[src/rtl/sik_pkg.sv]
// Shared constants and types for the thread fetch scheduler.
// Latency: none (declarations only).
// Backpressure: none (declarations only).
package sik_pkg;

    localparam int WORD_W = 16;
    localparam int TID_W  = 1;

    typedef logic [WORD_W-1:0] word_t;
    typedef logic [TID_W-1:0]  tid_t;

    // Instruction encoding that executes as a no-op.
    localparam word_t NOOP = 16'h0000;

    // Default reset PCs and per-fetch PC increment.
    localparam word_t PC0_RST     = 16'h0000;
    localparam word_t PC1_RST     = 16'h0001;
    localparam word_t PC_STEP_DEF = 16'h0002;

endpackage

[src/rtl/rr_pick.sv]
// Two-way round-robin choice: prefer the thread that did not issue last.
// Latency: combinational.
// Backpressure: none; valid drops when neither thread is eligible.
module rr_pick
    import sik_pkg::*;
(
    input  logic [1:0] eligible,
    input  tid_t       last,
    output logic       valid,
    output tid_t       tid
);

    tid_t other;
    assign other = ~last;

    // Other thread first, then repeat the last one, else nothing.
    always_comb begin
        valid = 1'b0;
        tid   = last;
        if (eligible[other]) begin
            valid = 1'b1;
            tid   = other;
        end else if (eligible[last]) begin
            valid = 1'b1;
            tid   = last;
        end
    end

endmodule

[src/rtl/thread_sched.sv]
// Two-thread instruction fetch scheduler with redirect and sticky halt (optional stall: SCHED_STALL_EN).
// Latency: one cycle; selection made at an edge is on the registered outputs after that edge.
// Backpressure: stall (when built in), redirect or halt on a thread removes it from issue that cycle.
module thread_sched
    import sik_pkg::*;
#(
    parameter word_t PC0_INIT = PC0_RST,
    parameter word_t PC1_INIT = PC1_RST,
    parameter word_t PC_STEP  = PC_STEP_DEF
) (
    input  logic        clk,
    input  logic        reset,
    input  logic        redirect_valid,
    input  tid_t        redirect_tid,
    input  word_t       redirect_pc,
    input  logic        halt_req,
    input  tid_t        halt_tid,
`ifdef SCHED_STALL_EN
    input  logic [1:0]  stall,
`endif
    output logic        fetch_valid,
    output tid_t        fetch_tid,
    output word_t       fetch_pc,
    output logic [1:0]  thread_halted,
    output logic        halt
);

    word_t      pc [2];
    tid_t       last_tid;
    logic [1:0] redir_hit;
    logic [1:0] halt_hit;
    logic [1:0] stall_mask;
    logic [1:0] eligible;
    logic [1:0] redir_apply;
    logic [1:0] halted_nxt;
    logic       pick_vld;
    tid_t       pick_tid;

`ifdef SCHED_STALL_EN
    assign stall_mask = stall;
`else
    assign stall_mask = 2'b00;
`endif

    // Per-thread decode of this cycle's redirect/halt events.
    always_comb begin
        redir_hit   = redirect_valid ? (2'b01 << redirect_tid) : 2'b00;
        halt_hit    = halt_req ? (2'b01 << halt_tid) : 2'b00;
        // A redirected thread sits out one cycle so no wrong-path PC is fetched.
        eligible    = ~thread_halted & ~redir_hit & ~halt_hit & ~stall_mask;
        // Halt beats a same-thread redirect; halted threads ignore redirects.
        redir_apply = redir_hit & ~halt_hit & ~thread_halted;
        halted_nxt  = thread_halted | halt_hit;
    end

    rr_pick u_rr_pick (
        .eligible (eligible),
        .last     (last_tid),
        .valid    (pick_vld),
        .tid      (pick_tid)
    );

    // Fetch output registers, per-thread PCs and sticky halt state.
    always_ff @(posedge clk) begin
        if (reset) begin
            pc[0]         <= PC0_INIT;
            pc[1]         <= PC1_INIT;
            last_tid      <= 1'b1;
            fetch_valid   <= 1'b0;
            fetch_tid     <= 1'b0;
            fetch_pc      <= '0;
            thread_halted <= 2'b00;
            halt          <= 1'b0;
        end else begin
            fetch_valid <= pick_vld;
            if (pick_vld) begin
                fetch_tid <= pick_tid;
                fetch_pc  <= pc[pick_tid];
                last_tid  <= pick_tid;
            end
            for (int i = 0; i < 2; i++) begin
                if (redir_apply[i]) begin
                    pc[i] <= redirect_pc;
                end else if (pick_vld && pick_tid == tid_t'(i)) begin
                    pc[i] <= pc[i] + PC_STEP;
                end
            end
            thread_halted <= halted_nxt;
            halt          <= &halted_nxt;
        end
    end

endmodule

[config.mk]
export PLATFORM = sky130hd
export DESIGN_NAME = thread_sched
export DESIGN_NICKNAME = d
export VERILOG_FILES = /design/src/rtl/sik_pkg.sv /design/src/rtl/rr_pick.sv /design/src/rtl/thread_sched.sv
export SDC_FILE = /design/constraint.sdc
export NUM_CORES = 1
export LEC_CHECK = 0
export ABC_AREA = 1
export BUFFER_PORTS_ARGS = -buffer_cell sky130_fd_sc_hd__clkbuf_2
export CORE_MARGIN = 2
export CORE_UTILIZATION = 58
export CTS_CLUSTER_SIZE = 25
export DETAILED_ROUTE_END_ITERATION = 10
export MAX_ROUTING_LAYER = met4
export PLACE_DENSITY = 0.89
export SLEW_MARGIN = 10
export SYNTH_ARGS = -nofsm -noshare
export SYNTH_HDL_FRONTEND = slang
export SYNTH_SLANG_ARGS = --single-unit
[constraint.sdc]
create_clock -name clk -period 2.4 [get_ports clk]
set_clock_uncertainty 0.2 [all_clocks]
set_input_delay 0 -clock clk [delete_from_list [all_inputs] [get_ports clk]]
set_output_delay 0 -clock clk [all_outputs]
set_load 0.05 [all_outputs]
==> results of run 1 <==
-- worst register-to-register path: cells and delay by family (launching register included) --
kind,cells,cell delay (ps)
simple gates,7,1140
flops,1,450
-- cell usage in the layout (no fill, tap or decap), types with 4 or more instances in the layout --
cell type | netlist | final
nor3_1 | 7 | 7
o21ai_2 | 6 | 6
nor2_1 | 29 | 29
xor2_1 | 10 | 10
nand4_1 | 10 | 10
o21ai_1 | 7 | 7
buf_4 | 2 | 6
o211ai_1 | 12 | 12
inv_1 | 51 | 51
nand3_1 | 51 | 51
clkbuf_2 | 0 | 42
clkbuf_8 | 0 | 5
xnor2_1 | 4 | 4
o21ai_0 | 6 | 6
dlygate4sd3_1 | 0 | 21
edfxtp_1 | 32 | 32
dfxtp_1 | 22 | 22
nand2_1 | 156 | 156
-- where the power goes --
part	internal (mW)	leakage [nW]	total [mW]	switching (mW)
sequential	1.11	0.525	1.23	0.112
clock	0.418	0.0683	0.726	0.308
combinational	0.193	1.29	0.684	0.492
-- metrics by stage --
stage          total power [mW]  instance area (um^2)   util  setup slack, ps
2_1_floorplan              1.70                  3200      -              179
3_5_place_dp               1.87                  3440  0.636              418
3_3_place_gp               1.85                  3440  0.636              532
4_1_cts                    2.61                  3790  0.701              410
5_1_grt                    2.74                  3790  0.701              274
6_report                   2.64                  3790  0.701              376
-- kinds of logic (layout without fill, tap and decap cells) --
group                      after synthesis  in the layout  synth area share
other                                    0              1                 0
DFF                                     54             54             0.438
adders and majority gates                2              2           0.00783
AOI/OAI and AO/OA                       32             32            0.0665
xor gates and xnor gates                14             14            0.0384
buffers and inverters                   67            130            0.0943
and+or+nand+nor                        262            262             0.355
-- flip-flops by register name, indices dropped and copies added, names as in the netlist --
register       count
fetch_tid          1
pc                32
fetch_pc          16
fetch_valid        1
thread_halted      2
halt               1
last_tid           1
-- final cells by class --
| class | instances | area (um^2) | share of cell area |
|---|---|---|---|
| inverter | 53 | 199 | 0.0525 |
| sequential | 54 | 1400 | 0.370 |
| timing repair buffer | 69 | 465 | 0.123 |
| multi-input combinational | 310 | 1490 | 0.394 |
| clock inverter | 3 | 68.8 | 0.0182 |
| antenna | 1 | 2.50 | 0.000660 |
| tap | 72 | 90.1 | 0.0238 |
| clock buffer | 5 | 68.8 | 0.0182 |
-- path summary, 6_finish.rpt --
path,startpoint,to,slack [ps],depth (start not counted)
worst max-delay path,pc[1][1],pc[1][14],380,7
worst min-delay path,redirect_valid,pc[0][0],160,5
worst max register to register,pc[1][1],pc[1][14],380,7
worst min register to register,fetch_pc[1],fetch_pc[1],280,2
-- what timing repair did --
item,CTS,global route
hold buffers,21,0
setup endpoints to repair,0,0
endpoints found under the hold margin,37,0
setup buffers,0,0
-- per-layer routing --
| layer | share of wire | GRT usage | vias to the layer above |
|---|---|---|---|
| met4 | 0.049 | 0.135 | 0 |
| li1 | - | - | 1522 |
| met1 | 0.38 | 0.413 | 1461 |
| met3 | 0.11 | 0.0586 | 62 |
| met5 | 0 | - | - |
| met2 | 0.47 | 0.505 | 214 |
==> impl_metrics.yaml, run 1 <==
status:
  status: "finished, final reports clean"
die:
  die_w_um: 78.2
  core_area_um2: 5410
  die_y_um: 78.2
  ios: 43
  start_util: 0.591
  die_area_um2: 6120
  row_count: 27
placement:
  dpl.hpwl_mm: 5.85
  placedCellCount: 537
  port_buffers: 42
  place_congestion: 0.948
global_routing:
  grt_pass1_vias: 2976
  grt_overflow: 0
  antenna_found_initial: 0
  grt_pass1_wl_mm: 14.7
  grt_start_max_net_pins: 33
  grt_usage: 0.322
clocking:
  cts_max_level: 2
  post_cts_resized: 0
  clockBufferDepth: 2
  cts_sinks: 54
  path_clk_slew_ps: 100
  ctsRootBufferMaster: "clkbuf_8"
  numCtsBuffers: 5
  cts_tree: "built"
  clock_latency_ps: 310
synth:
  synth_top_area_cell: "edfxtp_1"
  synth.most_common_cell: "nand2_1"
  ys_async_sr_fraction: 0
  synthTopCellsByCount: "nand2_1, inv_1, nand3_1"
  synthCells: 431
  netlist_top_cells_area: "edfxtp_1, nand2_1, dfxtp_1"
  syn_avg_cell_area_um2: 7.42
  synth_edf_count: 32
  syn_area_um2: 3200
  synth_cell_types: 27
  syn_nets: 455
  yosysSeqAreaShare: 0.438
  ys_ff_latch: 54
  synth_ff_type: "edfxtp_1"
  synth_warnings: 0
  synth_top_area_frac: 0.301
timing:
  worstMarginPinSlew_ps: 644
  setup-violations-final: 0
  final.period_utilization: 0.843
  max_freq_mhz: 494
  hold_violations: 0
  whs_ps: 157
  fin_setup_tns_ps: 0
  rsz0062_at_grt: "false"
  relSlewSlack: 0.568
  final_max_slew_viol_count: 0
  min_period_ps: 2020
setup_path:
  start_kind: "flop"
  slowest_delay_ps: 540
  path_class: "flop to flop"
  crit_family: "simple AND/OR/NAND/NOR gates"
  slowest_stage: "nor3_1"
  crit_arrival_ps: 1910
  cpMostUsedCell: "nand2_1"
  worst-endpoint-required_ps: 2280
  crit_chain: "nand3_1 -> nor3_1 -> nand3_1 -> nand2_1 -> nand2_1 -> nand2_1 -> nand2_1"
  path_buf_inv: 0
  critPathCaptureType: "flop"
  path_max_fanout: 4
layout:
  drive_gt1_frac: 0.148
  num-fill-cells: 393
  nets: 517
  fin_cells: 567
  areaGrowthSynthToFinish_pct: 18.6
drt:
  wl_per_cell_um: 15.9
  drtPass1Iterations: 6
  drt_iter0_drc: 503
  route.detailed.drc: 0
  ant_nets: 0
  routed_wl_mm: 9.04
  vias_per_cell: 5.75
  vias: 3259
power:
  ir_drop_mv: 0.392
  leakagePower_nw: 1.88
  power_density_nw_per_um2: 696
flow_run:
  cap_viol_max_count: 0
hold_path:
  hold_class: "input pin to flop"
Power figures use the tool's default switching activity.
==> run 2: changes to the inputs <==
--- a/config.mk
+++ b/config.mk
@@ -5,14 +5,14 @@
 export SDC_FILE = /design/constraint.sdc
 export NUM_CORES = 1
 export LEC_CHECK = 0
-export ABC_AREA = 1
+export ABC_AREA = 0
 export BUFFER_PORTS_ARGS = -buffer_cell sky130_fd_sc_hd__clkbuf_2
 export CORE_MARGIN = 2
-export CORE_UTILIZATION = 58
+export CORE_UTILIZATION = 59
 export CTS_CLUSTER_SIZE = 25
 export DETAILED_ROUTE_END_ITERATION = 10
 export MAX_ROUTING_LAYER = met4
-export PLACE_DENSITY = 0.89
+export PLACE_DENSITY = 0.9
 export SLEW_MARGIN = 10
 export SYNTH_ARGS = -nofsm -noshare
 export SYNTH_HDL_FRONTEND = slang
==> constraint.sdc (replaced) <==
create_clock -name clk -period 1.9 [get_ports clk]
set_clock_uncertainty 0.2 [all_clocks]
set_input_delay 0 -clock clk [delete_from_list [all_inputs] [get_ports clk]]
set_output_delay 0 -clock clk [all_outputs]
set_load 0.05 [all_outputs]
==> run 2 against run 1 <==
Compared with the run above: power grew 25%; largest power group unchanged; sequential cell count is the same; highest routed layer unchanged; the flow now finishes with violations (negative setup slack); worst setup slack worse by 410 ps; hold slack worse by 130 ps; maximum frequency is 4.5% higher; global-route usage down 1.6 points; first-iteration DRC count increased by 11%; critical path depth decreased by 4.
==> impl_metrics.yaml, run 2 <==
status:
  status: "finished, violations left"
  violations: "negative setup slack"
layout:
  layout_commonest_cell: "clkbuf_2"
  final_cell_mix: "clkbuf_2, nand2_1, nand2b_1, edfxtp_1, buf_4"
  n_antenna_cell: 0
  largest_reg_flops: 32
  utilization: 0.768
  drive_gt1_frac: 0.271
  fin_cells: 533
  largest_registers: "pc x32, fetch_pc x16, thread_halted x2"
  largest_register: "pc"
  areaGrowthSynthToFinish_pct: 25.1
  num-fill-cells: 394
  nets: 481
power:
  leakagePower_nw: 1.73
  p_total_mw: 3.30
  ir_drop_mv: 0.470
  power_density_nw_per_um2: 727
synth:
  syn_avg_cell_area_um2: 9.44
  syn_nets: 409
  synth.most_common_cell: "nand2_1"
  synthTopCellsByCount: "nand2_1, edfxtp_1, nand2b_1"
  synth_top_area_cell: "edfxtp_1"
  synth_top_area_frac: 0.264
  synthCells: 385
  synth_edf_count: 32
  synth_cell_types: 51
  netlist_top_cells_area: "edfxtp_1, dfxtp_1, nand2b_1"
  synth_ff_type: "edfxtp_1"
  yosysSeqAreaShare: 0.386
  synth_warnings: 0
  ys_ff_latch: 54
  syn_area_um2: 3630
  ys_async_sr_fraction: 0
setup_path:
  crit_chain: "a21o_1 -> or4_4 -> o21ai_0"
  r2r_start: "thread_halted[1]"
  worst-endpoint-required_ps: 1830
  rr_endpoint: "pc[1][1]"
  cp-endpoint: "pc[1][1]"
  start_kind: "flop"
  path_class: "flop to flop"
  slowest_stage: "or4_4"
  crit_start: "thread_halted[1]"
  reg2reg_setup_slack_ps: -40
  crit_arrival_ps: 1860
  critPathCaptureType: "flop"
  slowest_delay_ps: 610
  path_max_fanout: 16
  worstRegToRegCells: 3
timing:
  setup_slack_ps: -37.1
  rsz0062_at_grt: "true"
  hold_violations: 0
  final_max_slew_viol_count: 0
  worstMarginPinSlew_ps: 791
  setup-violations-final: 3
  min_period_ps: 1940
  max_freq_mhz: 516
  relSlewSlack: 0.472
  final.period_utilization: 1.02
placement:
  pre_cts_ws_ps: -80.3
  placedCellCount: 498
  dpl.hpwl_mm: 6.59
  place_congestion: 0.926
  port_buffers: 42
global_routing:
  grt_overflow: 0
  grt_pass1_vias: 3209
  grt_usage: 0.305
  grt_pass1_wl_mm: 15.1
  grt_start_max_net_pins: 67
  antenna_found_initial: 0
clocking:
  cts_max_level: 2
  path_clk_slew_ps: 100
  clockBufferDepth: 2
  clock_latency_ps: 320
  numCtsBuffers: 5
  cts_tree: "built"
  cts_sinks: 54
  ctsRootBufferMaster: "clkbuf_8"
die:
  ios: 43
  start_util: 0.614
  die_area_um2: 6800
  die_y_um: 82.5
  core_area_um2: 5920
  row_count: 28
  die_w_um: 82.5
drt:
  vias_per_cell: 6.59
  route.detailed.drc: 0
  ant_nets: 0
  drt_iter0_drc: 559
  vias: 3510
  wl_per_cell_um: 19.3
  drtPass1Iterations: 6
  routed_wl_mm: 10.3
flow_run:
  cap_viol_max_count: 0
hold_path:
  hold_class: "input pin to flop"
## run 2: cell count changes after synthesis, moves of 19 or more
cell / previous run / this run
nand2_1: 156 / 40
inv_1: 51 / 4
nand3_1: 51 / 9
nand2b_1: 0 / 32
nor2_1: 29 / 5
nor4_1: 0 / 19
## run 2: metal layers
layer | vias to the layer above | part of all wire | global-route usage
li1 | 1609 | - | -
met5 | - | 0 | -
met2 | 189 | 0.48 | 0.491
met3 | 24 | 0.092 | 0.0457
met4 | 0 | 0.020 | 0.0850
met1 | 1688 | 0.40 | 0.402
## run 2: critical path: cells and delay by family (launching register included)
kind	cells	cell delay, ps
compound gates	2	530
simple gates	1	610
flops	1	390
## run 2: how the worst min path moves through the flow
stage / start / end / cells past startpoint
floorplan: halt_req / thread_halted[1] / 2
global placement: redirect_pc[0] / pc[1][0] / 2
detailed placement: redirect_pc[0] / pc[1][0] / 2
CTS: redirect_tid / pc[1][0] / 3
global route: redirect_tid / pc[1][0] / 3
finish: redirect_tid / pc[1][0] / 3
## run 2: repair_timing
item | in CTS | in global routing
gates resized for setup | 4 | 7
hold buffers | 19 | 0
hold endpoints to repair | 35 | 0
buffers inserted | 1 | 7
setup endpoints to repair | 13 | 29
pin swaps | 3 | 4
## run 2: kinds of logic (layout without fill, tap and decap cells)
logic type / Yosys count / after routing / synth area share
xor+xnor: 26 / 26 / 0.0627
mux: 16 / 16 / 0.0441
compound gates: 92 / 92 / 0.205
fa+ha+maj: 2 / 2 / 0.00689
simple gates: 157 / 157 / 0.243
flops: 54 / 54 / 0.386
buf+inv: 38 / 111 / 0.0523
## run 2: cell type report
cell class,count,area (um^2),share of cell area
sequential,54,1410,0.310
timing repair buffer,99,811,0.178
clock buffer,5,68.8,0.0151
inverter,4,15.0,0.00330
multi-input combinational,293,2120,0.467
tap,75,93.8,0.0206
clock inverter,3,26.3,0.00578
## run 2: power by group
group | internal, mW | switching, mW | total, mW
sequential | 1.39 | 0.140 | 1.53
combinational | 0.435 | 0.661 | 1.10
clock | 0.267 | 0.411 | 0.678
## run 2: metrics by stage
step / cell area, um^2 / hold WS [ps] / TNS [ps]
CTS: 4420 / 1.63 / 0
global route: 4540 / 38.9 / -1300
global placement: 4100 / 93.1 / -22.4
finish: 4540 / 25.9 / -70.8
floorplan: 3680 / -57.5 / -11.5
detailed placement: 4100 / 106 / -1520
==> run 3: changes to the inputs <==
--- a/config.mk
+++ b/config.mk
@@ -17,3 +17,4 @@
 export SYNTH_ARGS = -nofsm -noshare
 export SYNTH_HDL_FRONTEND = slang
 export SYNTH_SLANG_ARGS = --single-unit
+export TNS_END_PERCENT = 30
==> constraint.sdc (replaced) <==
create_clock -name clk -period 1.9 [get_ports clk]
set_clock_uncertainty 0.2 [all_clocks]
set_input_delay 0 -clock clk [delete_from_list [all_inputs] [get_ports clk]]
set_output_delay 0 -clock clk [all_outputs]
set_load 0.02 [all_outputs]
==> run 3 against run 2 <==
Compared with the run above: the flow still finishes with violations (negative setup slack); core utilization up 1.0 points; non-clock buffer count rose by 1; count of clock-buffer cells in the layout unchanged; first-iteration DRC count rose by 4.8%; sequential cell count unchanged; worst setup slack got worse by 70 ps; critical endpoint is now pc[1][15]; largest power group unchanged.
==> impl_metrics.yaml, run 3 (same netlist as run 2, synthesis figures left out) <==
power:
  ir_drop_mv: 0.472
  p_clk_frac: 0.245
  p_sw_mw: 1.17
  power_density_nw_per_um2: 739
  p_int_mw: 2.23
  p_comb_frac: 0.301
  leakagePower_nw: 1.76
  p_seq_frac: 0.454
  swShare: 0.344
setup_path:
  slowest_stage: "or4_4"
  rr_endpoint: "pc[1][15]"
  r2r_start: "thread_halted[1]"
  crit_arrival_ps: 1940
  worstRegToRegCells: 3
  worst-endpoint-required_ps: 1830
  slowest_delay_ps: 650
  start_kind: "flop"
  critPathCaptureType: "flop"
  cp-endpoint: "pc[1][15]"
  cp_num_cells: 3
  path_max_fanout: 8
  path_class: "flop to flop"
  crit_family: "simple AND/OR/NAND/NOR gates"
  path_buf_inv: 0
  crit_chain: "a21o_2 -> or4_4 -> o21ai_1"
  crit_start: "thread_halted[1]"
  reg2reg_setup_slack_ps: -110
layout:
  final_cell_mix: "clkbuf_2, nand2_1, nand2b_1, edfxtp_1, buf_4"
  nets: 483
  largest_register: "pc"
  largest_reg_flops: 32
  areaGrowthSynthToFinish_pct: 26.7
  largest_registers: "pc x32, fetch_pc x16, thread_halted x2"
  n_antenna_cell: 0
  layout_commonest_cell: "clkbuf_2"
  drive_gt1_frac: 0.289
  utilization: 0.778
timing:
  final.period_utilization: 1.06
  max_freq_mhz: 498
  hold_violations: 0
  relSlewSlack: 0.623
  min_period_ps: 2010
  whs_ps: 38.7
  setup-violations-final: 9
  rsz0062_at_grt: "true"
  worstMarginPinSlew_ps: 564
  setup_slack_ps: -107
  final_max_slew_viol_count: 0
hold_path:
  hold_class: "input pin to flop"
  hold_start: "halt_req"
clocking:
  cts_sinks: 54
  clockBufferDepth: 2
  ctsRootBufferMaster: "clkbuf_8"
  cts_max_level: 2
  numCtsBuffers: 5
  cts_tree: "built"
  clock_latency_ps: 320
  path_clk_slew_ps: 110
status:
  violations: "negative setup slack"
  status: "finished, violations left"
global_routing:
  grt_start_max_net_pins: 67
  grt_pass1_vias: 3313
  grt_pass1_wl_mm: 16.4
  grt_usage: 0.331
  antenna_found_initial: 0
  grt_overflow: 0
drt:
  vias_per_cell: 6.76
  wl_per_cell_um: 21.3
  drt_iter0_drc: 586
  route.detailed.drc: 0
  drtPass1Iterations: 8
  vias: 3614
  ant_nets: 0
  routed_wl_mm: 11.4
placement:
  port_buffers: 42
  dpl.hpwl_mm: 6.50
  place_congestion: 0.888
flow_run:
  cap_viol_max_count: 0
die:
  row_count: 28
  die_w_um: 82.5
  die_y_um: 82.5
  start_util: 0.614
  ios: 43
  core_area_um2: 5920
  die_area_um2: 6800
[run 3: cell count changes in the layout (fill, tap and decap cells not counted), sizes merged]
| cell | previous run | this run |
|---|---|---|
| buf | 38 | 39 |
| bufinv | 0 | 1 |
| clkinv | 3 | 0 |
| clkinvlp | 0 | 1 |
| inv | 4 | 5 |
| or4 | 2 | 3 |
[run 3: tightest hold or removal path: stages]
cell	delay, ps
clkbuf_2	170
a21oi_2	190
buf_4	130
nor3_1	40
[run 3: through the flow]
stage	total power [mW]	setup slack (ps)	area [um^2]	setup TNS [ps]	instances
2_1_floorplan	2.09	-73.5	3650	-498	385
5_1_grt	3.52	-92.5	4600	-844	535
3_3_place_gp	2.35	-32.3	4050	-327	499
6_report	3.40	-107	4600	-324	535
3_5_place_dp	2.40	-150	4050	-2250	499
4_1_cts	3.26	-2.10	4420	-5.20	529
[run 3: area by class of cell]
class,count,area [um^2]
clock buffers,5,68.8
clock inverters,3,47.5
fillers,353,1320
inverters,4,18.8
multi-input cells,294,2200
flip-flops and latches,54,1410
well taps,75,93.8
repair buffers,100,772
[run 3: power by group through the flow]
stage                     Sequential, mW  Clock (mW)  Combinational [mW]
final                               1.54       0.835                1.02
after global routing                1.55       0.871                1.10
after CTS                           1.52       0.827               0.912
after detailed placement            1.55           0               0.849
after global placement              1.53           0               0.822
after floorplan                     1.58           0               0.511
[run 3: metal layers]
metal  global-route usage  vias to the layer above  routed length [um]  share of wire
li1                     -                     1613                   -              -
met1                0.435                     1675                4310           0.38
met2                0.516                      271                5330           0.47
met3               0.0543                       55                1300           0.11
met4                0.125                        0                 458          0.040
met5                    -                        -                   0              0
[run 3: worst min-delay path by stage]
stage                       end  slack, ps  cells after the start
2_1_floorplan  thread_halted[1]        -20                      2
6_report                   halt         40                      4
5_1_grt                    halt         40                      4
3_5_place_dp   thread_halted[1]         90                      2
3_3_place_gp   thread_halted[1]         80                      2
4_1_cts                pc[1][0]          5                      3
[run 3: timing repair]
action / 4_1_cts / 5_1_grt
setup buffers: 3 / 5
pin swaps: 4 / 5
gates cloned: 0 / 1
endpoints found under the setup margin: 38 / 78
gates resized for setup: 5 / 32
hold buffers: 19 / 0
hold endpoints to repair: 37 / 0
